## config.mk

```make
export PLATFORM = sky130hd
export DESIGN_NAME = i2c_bus_arbiter
export DESIGN_NICKNAME = d
export VERILOG_FILES = /design/src/rtl/i2c_bus_arbiter.sv
export SDC_FILE = /design/constraint.sdc
export NUM_CORES = 1
export LEC_CHECK = 0
export BUFFER_PORTS_ARGS = -buffer_cell sky130_fd_sc_hd__buf_4
export CORE_MARGIN = 2
export CORE_UTILIZATION = 55
export DETAILED_ROUTE_END_ITERATION = 12
export GPL_TIMING_DRIVEN = 0
export PLACE_DENSITY = 0.75
export SYNTH_ARGS = -nofsm -noshare
export SYNTH_HDL_FRONTEND = slang
export SYNTH_SLANG_ARGS = --single-unit
```

## constraint.sdc

```tcl
create_clock -name CLK40 -period 4.8 [get_ports CLK40]
set_input_delay 0.24 -clock CLK40 [delete_from_list [all_inputs] [get_ports CLK40]]
set_output_delay 0.24 -clock CLK40 [all_outputs]
set_load 0.05 [all_outputs]
```

## src/rtl/i2c_bus_arbiter.sv

```systemverilog
// Grants the shared byte-level I2C master engine to one of NREQ requesters and steers the DAQ/TRG/NVIO muxes.
// Define I2C_ARB_FIXED_PRI_EN for fixed priority (lowest index wins) instead of round-robin.
module i2c_bus_arbiter #(
    parameter int NREQ        = 3,
    parameter int TIMEOUT_CYC = 40000,
    parameter int HOLD_CYC    = 8
) (
    input  logic              CLK40,
    input  logic              RST,
    input  logic [NREQ-1:0]   REQ,
    input  logic [2*NREQ-1:0] REQ_BUS,
    input  logic              ENG_BUSY,
    input  logic              STAT_CLR,
    output logic [NREQ-1:0]   GNT,
    output logic [1:0]        BUS_SEL,
    output logic [2:0]        BUS_EN,
    output logic              TIMEOUT,
    output logic [7:0]        STATUS
);
    // Handshake: a requester raises REQ and holds it for the whole transaction; GNT answers one
    // cycle after selection and stays until REQ is low while ENG_BUSY is low, or the hold limit hits.

    typedef enum logic [1:0] {
        ST_IDLE  = 2'b00,
        ST_GRANT = 2'b01,
        ST_GUARD = 2'b10
    } state_t;

    state_t          state_q, state_d;
    logic [NREQ-1:0] gnt_q, gnt_d;
    logic [1:0]      bus_sel_q, bus_sel_d;
    logic [2:0]      bus_en_q, bus_en_d;
    logic            timeout_q, timeout_d;
    logic [1:0]      owner_q, owner_d;
    logic [15:0]     hold_cnt_q, hold_cnt_d, hold_inc;
    logic [7:0]      guard_cnt_q, guard_cnt_d;
    logic            to_flag_q, to_flag_d;
    logic            bad_flag_q, bad_flag_d;
    logic [NREQ-1:0] to_mask_q, to_mask_d;
    logic [NREQ-1:0] bad_mask_q, bad_mask_d;
    logic [NREQ-1:0] bad_req, eligible;
    logic            pick_valid;
    logic [1:0]      pick_idx, pick_bus, cand;
    logic            owner_req, to_event, release_now;
`ifdef I2C_ARB_FIXED_PRI_EN
    // Fixed priority keeps no rotation state.
`else
    logic [1:0]      rr_ptr_q, rr_ptr_d;
`endif

    // The current owner's bus code is frozen at grant, so its REQ_BUS is ignored while it holds GNT.
    always_comb begin
        bad_req  = '0;
        eligible = '0;
        for (int i = 0; i < NREQ; i++) begin
            bad_req[i]  = REQ[i] && (REQ_BUS[2*i +: 2] == 2'd3)
                          && !((state_q == ST_GRANT) && gnt_q[i]);
            eligible[i] = REQ[i] && (REQ_BUS[2*i +: 2] != 2'd3)
                          && !bad_mask_q[i] && !to_mask_q[i];
        end
    end

    always_comb begin
        pick_valid = 1'b0;
        pick_idx   = '0;
        pick_bus   = '0;
        cand       = '0;
`ifdef I2C_ARB_FIXED_PRI_EN
        for (int i = NREQ - 1; i >= 0; i--) begin
            cand = 2'(i);
            if (eligible[cand]) begin
                pick_valid = 1'b1;
                pick_idx   = cand;
                pick_bus   = REQ_BUS[{cand, 1'b0} +: 2];
            end
        end
`else
        for (int k = 0; k < NREQ; k++) begin
            cand = 2'((int'(rr_ptr_q) + k) % NREQ);
            if (!pick_valid && eligible[cand]) begin
                pick_valid = 1'b1;
                pick_idx   = cand;
                pick_bus   = REQ_BUS[{cand, 1'b0} +: 2];
            end
        end
`endif
    end

    always_comb begin
        state_d     = state_q;
        gnt_d       = gnt_q;
        bus_sel_d   = bus_sel_q;
        bus_en_d    = bus_en_q;
        owner_d     = owner_q;
        hold_cnt_d  = hold_cnt_q;
        guard_cnt_d = guard_cnt_q;
        timeout_d   = 1'b0;
        to_event    = 1'b0;
        release_now = 1'b0;
        hold_inc    = (hold_cnt_q == 16'hFFFF) ? hold_cnt_q : hold_cnt_q + 16'd1;
        owner_req   = |(REQ & gnt_q);
`ifdef I2C_ARB_FIXED_PRI_EN
`else
        rr_ptr_d    = rr_ptr_q;
`endif
        case (state_q)
            ST_IDLE: begin
                if (pick_valid) begin
                    state_d    = ST_GRANT;
                    gnt_d      = NREQ'(1) << pick_idx;
                    owner_d    = pick_idx;
                    bus_sel_d  = pick_bus;
                    bus_en_d   = 3'b001 << pick_bus;
                    hold_cnt_d = '0;
`ifdef I2C_ARB_FIXED_PRI_EN
`else
                    rr_ptr_d   = 2'((int'(pick_idx) + 1) % NREQ);
`endif
                end
            end
            ST_GRANT: begin
                hold_cnt_d = hold_inc;
                // hold_inc counts the cycle being closed, so GNT is high for exactly TIMEOUT_CYC cycles.
                if (int'(hold_inc) >= TIMEOUT_CYC) begin
                    to_event    = 1'b1;
                    timeout_d   = 1'b1;
                    release_now = 1'b1;
                end else if (!owner_req && !ENG_BUSY) begin
                    release_now = 1'b1;
                end
            end
            ST_GUARD: begin
                if (guard_cnt_q >= 8'(HOLD_CYC)) begin
                    state_d = ST_IDLE;
                end else begin
                    guard_cnt_d = guard_cnt_q + 8'd1;
                end
            end
            default: state_d = ST_IDLE;
        endcase
        if (release_now) begin
            state_d     = ST_GUARD;
            gnt_d       = '0;
            bus_sel_d   = '0;
            bus_en_d    = '0;
            guard_cnt_d = '0;
        end
    end

    // Masks persist while the offending REQ stays high; a set event beats STAT_CLR.
    always_comb begin
        to_mask_d  = REQ & (to_mask_q | (to_event ? gnt_q : '0));
        bad_mask_d = REQ & (bad_mask_q | bad_req);
        to_flag_d  = to_event | (to_flag_q & ~STAT_CLR);
        bad_flag_d = (|(bad_req & ~bad_mask_q)) | (bad_flag_q & ~STAT_CLR);
    end

    always_ff @(posedge CLK40) begin
        if (RST) begin
            state_q     <= ST_IDLE;
            gnt_q       <= '0;
            bus_sel_q   <= '0;
            bus_en_q    <= '0;
            timeout_q   <= 1'b0;
            owner_q     <= '0;
            hold_cnt_q  <= '0;
            guard_cnt_q <= '0;
            to_flag_q   <= 1'b0;
            bad_flag_q  <= 1'b0;
            to_mask_q   <= '0;
            bad_mask_q  <= '0;
`ifdef I2C_ARB_FIXED_PRI_EN
`else
            rr_ptr_q    <= '0;
`endif
        end else begin
            state_q     <= state_d;
            gnt_q       <= gnt_d;
            bus_sel_q   <= bus_sel_d;
            bus_en_q    <= bus_en_d;
            timeout_q   <= timeout_d;
            owner_q     <= owner_d;
            hold_cnt_q  <= hold_cnt_d;
            guard_cnt_q <= guard_cnt_d;
            to_flag_q   <= to_flag_d;
            bad_flag_q  <= bad_flag_d;
            to_mask_q   <= to_mask_d;
            bad_mask_q  <= bad_mask_d;
`ifdef I2C_ARB_FIXED_PRI_EN
`else
            rr_ptr_q    <= rr_ptr_d;
`endif
        end
    end

    assign GNT     = gnt_q;
    assign BUS_SEL = bus_sel_q;
    assign BUS_EN  = bus_en_q;
    assign TIMEOUT = timeout_q;
    assign STATUS  = {to_flag_q, bad_flag_q, state_q, owner_q, 2'b00};

endmodule

```

==> summary.txt <==
complex-gate fraction of the synthesized area: 23.1%
top-count cell post-synth: dfxtp_1
status: finished clean
final worst path period need: 2.67 ns
Initial Utilization: 56.6%
grt total ovfl: 0
final slew viol count: 0
DR pass1 iterations: 4
CORE AREA: 0.00504 mm2
Die Height: 76.0 um
met3 WL: 418 um
Final period util: 55.7%
RePlAce Congestion: 0.905
share of synthesized cell area in full adder, half adder and majority cells: 4.21%
P&R area growth vs syn: 13.8%
Critical path buffers and inverters: 2
CTS tree: built
slew at the pin closest to its max-slew limit: 0.983 ns
PnR Total Power: 1330 uW
Site Rows: 26
Relative slew margins: 33.9%
register area share after synthesis: 33.0%
HP Class: primary input to flip-flop
Max Cap Viol: 0
clock slew at reported path FFs: 0.09 ns
placed inst area: 0.00315 mm2
Fillers: 474
vias in the first global route: 2,455
Area contributors post-synth: dfxtp_1, nand2_1, a21oi_1
Setup crit end kind: flip-flop
multiplexer share of the synthesized area: 2.50%
Post-CTS Resized: 0
number of setup violations in the final report: 0
H-tree levels: 2
TNS Setup: 0 ns
total track usage: 23.7%
Finished Layout Cells: 468
hpwl dp: 5.00 mm
Initial DRC Count: 162
Crit path largest cell delay: 0.66 ns
Die X: 76.0 um
synthesized area: 0.00285 mm2
xor-xnor portion of the synthesized cell area: 1.53%
Root Buffer Master: clkbuf_8
fin area: 0.00325 mm2
post-synth top area share: 33.0%
Worst EP arrival: 2.91 ns
antenna violations before repair: 0
kind of critical path: flip-flop to flip-flop
Static Leak: 0.00120 uW
DP Cell Count: 460
wire per inst: 14.3 um
hold_buf cts: 0
Avg Cell Area, Syn: 7.88 um2
RSZ-0062 raised after global routing: false
Final ANT Viol Nets: 0
Via Count: 2,725
worst path required time: 5.04 ns
Slowest-stage cell, CP: or3_2
crit path launch type: flip-flop
vias per cell: 5.82
synthesis-stage register bit count: 47
TritonCTS Buffers: 5
clk_lat worst skew: 0.31 ns
synth cell count leaders: dfxtp_1, nand2_1, nor2_1
drt drc: 0
Synth Instances: 362
final wirelength: 6.68 mm
Peak VDD IR: 0.000363 V
Pwr per Cell Area: 410 mW/mm2
maximum fanout along the worst path: 9
fraction of registers with async set/reset: 0%
DR WL met2: 2.91 mm
Final Hold Viols: 0
largest net degree at the start of global routing: 16
Post-synth EDFFs: 0
Netlist cell types: 67
simple-gate portion of the synthesized area: 28.7%
input/output buffers: 27
critical path cell sequence: inv_1 > ha_1 > clkbuf_1 > maj3_1 > nand3_1 > o2111ai_1 > or3_2 > a21oi_2
Sink Count: 47
Final nets: 418
fmax: 0.374 GHz
clock buffer depth: 2
largest family of logic cells by synthesized area: simple AND/OR/NAND/NOR gates
Metal-1 WL: 3.27 mm
diode count: 0
Worst path top cell family by delay: simple AND/OR/NAND/NOR gates
layout cells sized above 1: 18.1%
ys flop type: dfxtp_1
top routing layer in use: met4
Die ar.: 0.00578 mm2
Layout Skew: 0.00931 ns
yosys warns: 0
postcts setup bufs: 0
Ports: 30
Yosys top cell by area: dfxtp_1
first-pass GRT wire length: 11.4 mm
-- layout make-up --
type                       instances  area [um2]  area share, %
timing repair buffer              27         203           6.24
clock buffer                       6        82.6           2.54
multi-input combinational        279        1720           52.9
inverter                          11        41.3           1.27
buffer                            26         156           4.82
clock inverter                     2        16.3          0.501
sequential                        47         941           29.0
tap                               70        87.6           2.70
-- worst paths after layout --
check	end	cells past startpoint	startpoint	slack, ns
min	to_flag_q	3	STAT_CLR	0.21
max	BUS_EN[1]	8	rr_ptr_q[0]	2.13
max reg2reg	BUS_EN[1]	8	rr_ptr_q[0]	2.13
min reg2reg	owner_q[1]	2	owner_q[1]	0.47
-- metal layers --
metal / vias to the layer above / GRT usage (%)
met1: 1260 / 33.9
li1: 1368 / -
met5: - / 0
met3: 9 / 4.03
met2: 88 / 36.8
met4: 0 / 7.45
-- power by group --
| group | internal, uW | switching, uW | total (uW) |
|---|---|---|---|
| clock | 118 | 140 | 258 |
| sequential | 429 | 35.8 | 465 |
| combinational | 207 | 400 | 608 |
-- worst register-to-register path: cells and delay by family (launching register included) --
kind            cells  cell delay (ns)
simple gates        2             0.76
fa+ha+maj           2             0.66
flops               1             0.36
compound gates      2             0.55
buf+inv             2             0.27
-- kinds of logic after synthesis --
family / Yosys count
buffers and inverters: 37
flip-flops: 47
AO/OA/AOI/OAI: 100
other: 1
AND/OR/NAND/NOR: 155
multiplexers: 7
XOR/XNOR: 5
adder cells (fa/ha/maj): 10
-- registers in the layout (all words and copies together) (netlist names) --
signal / cells
bad_mask_q: 3
bad_flag_q: 1
BUS_EN: 3
rr_ptr_q: 2
state_q: 2
to_flag_q: 1
hold_cnt_q: 16
owner_q: 2
to_mask_q: 3
BUS_SEL: 2
GNT: 3
guard_cnt_q: 8
TIMEOUT: 1
-- through the flow --
stage | worst slack [ns] | hold WS [ns] | util [%]
CTS | 2.13 | 0.206 | 64.4
floorplan | 2.52 | 0.405 | -
global route | 1.93 | 0.227 | 64.4
global placement | 2.20 | 0.442 | 62.4
finish | 2.13 | 0.206 | 64.4
detailed placement | 2.13 | 0.456 | 62.4
-- layout by cell type, fill, tap and decap left out, drive strengths merged, types with 3 or more instances in the layout --
cell type and n:
mux2i 6, buf 36, nand2 41, nor4 3, or3 5, nand4 6, o31ai 3, nor2b 11
or3b 3, clkbuf 23, nand3 13, a21oi 34, and3 7, dfxtp 47, o21ai 19, inv 11
a31oi 7, nor2 39, o22ai 5, xnor2 3, a211oi 4, a21boi 3, nand2b 4, ha 8
and2 3, nor3 9, o21a 7
No activity file was read; power rests on OpenSTA's default activity.
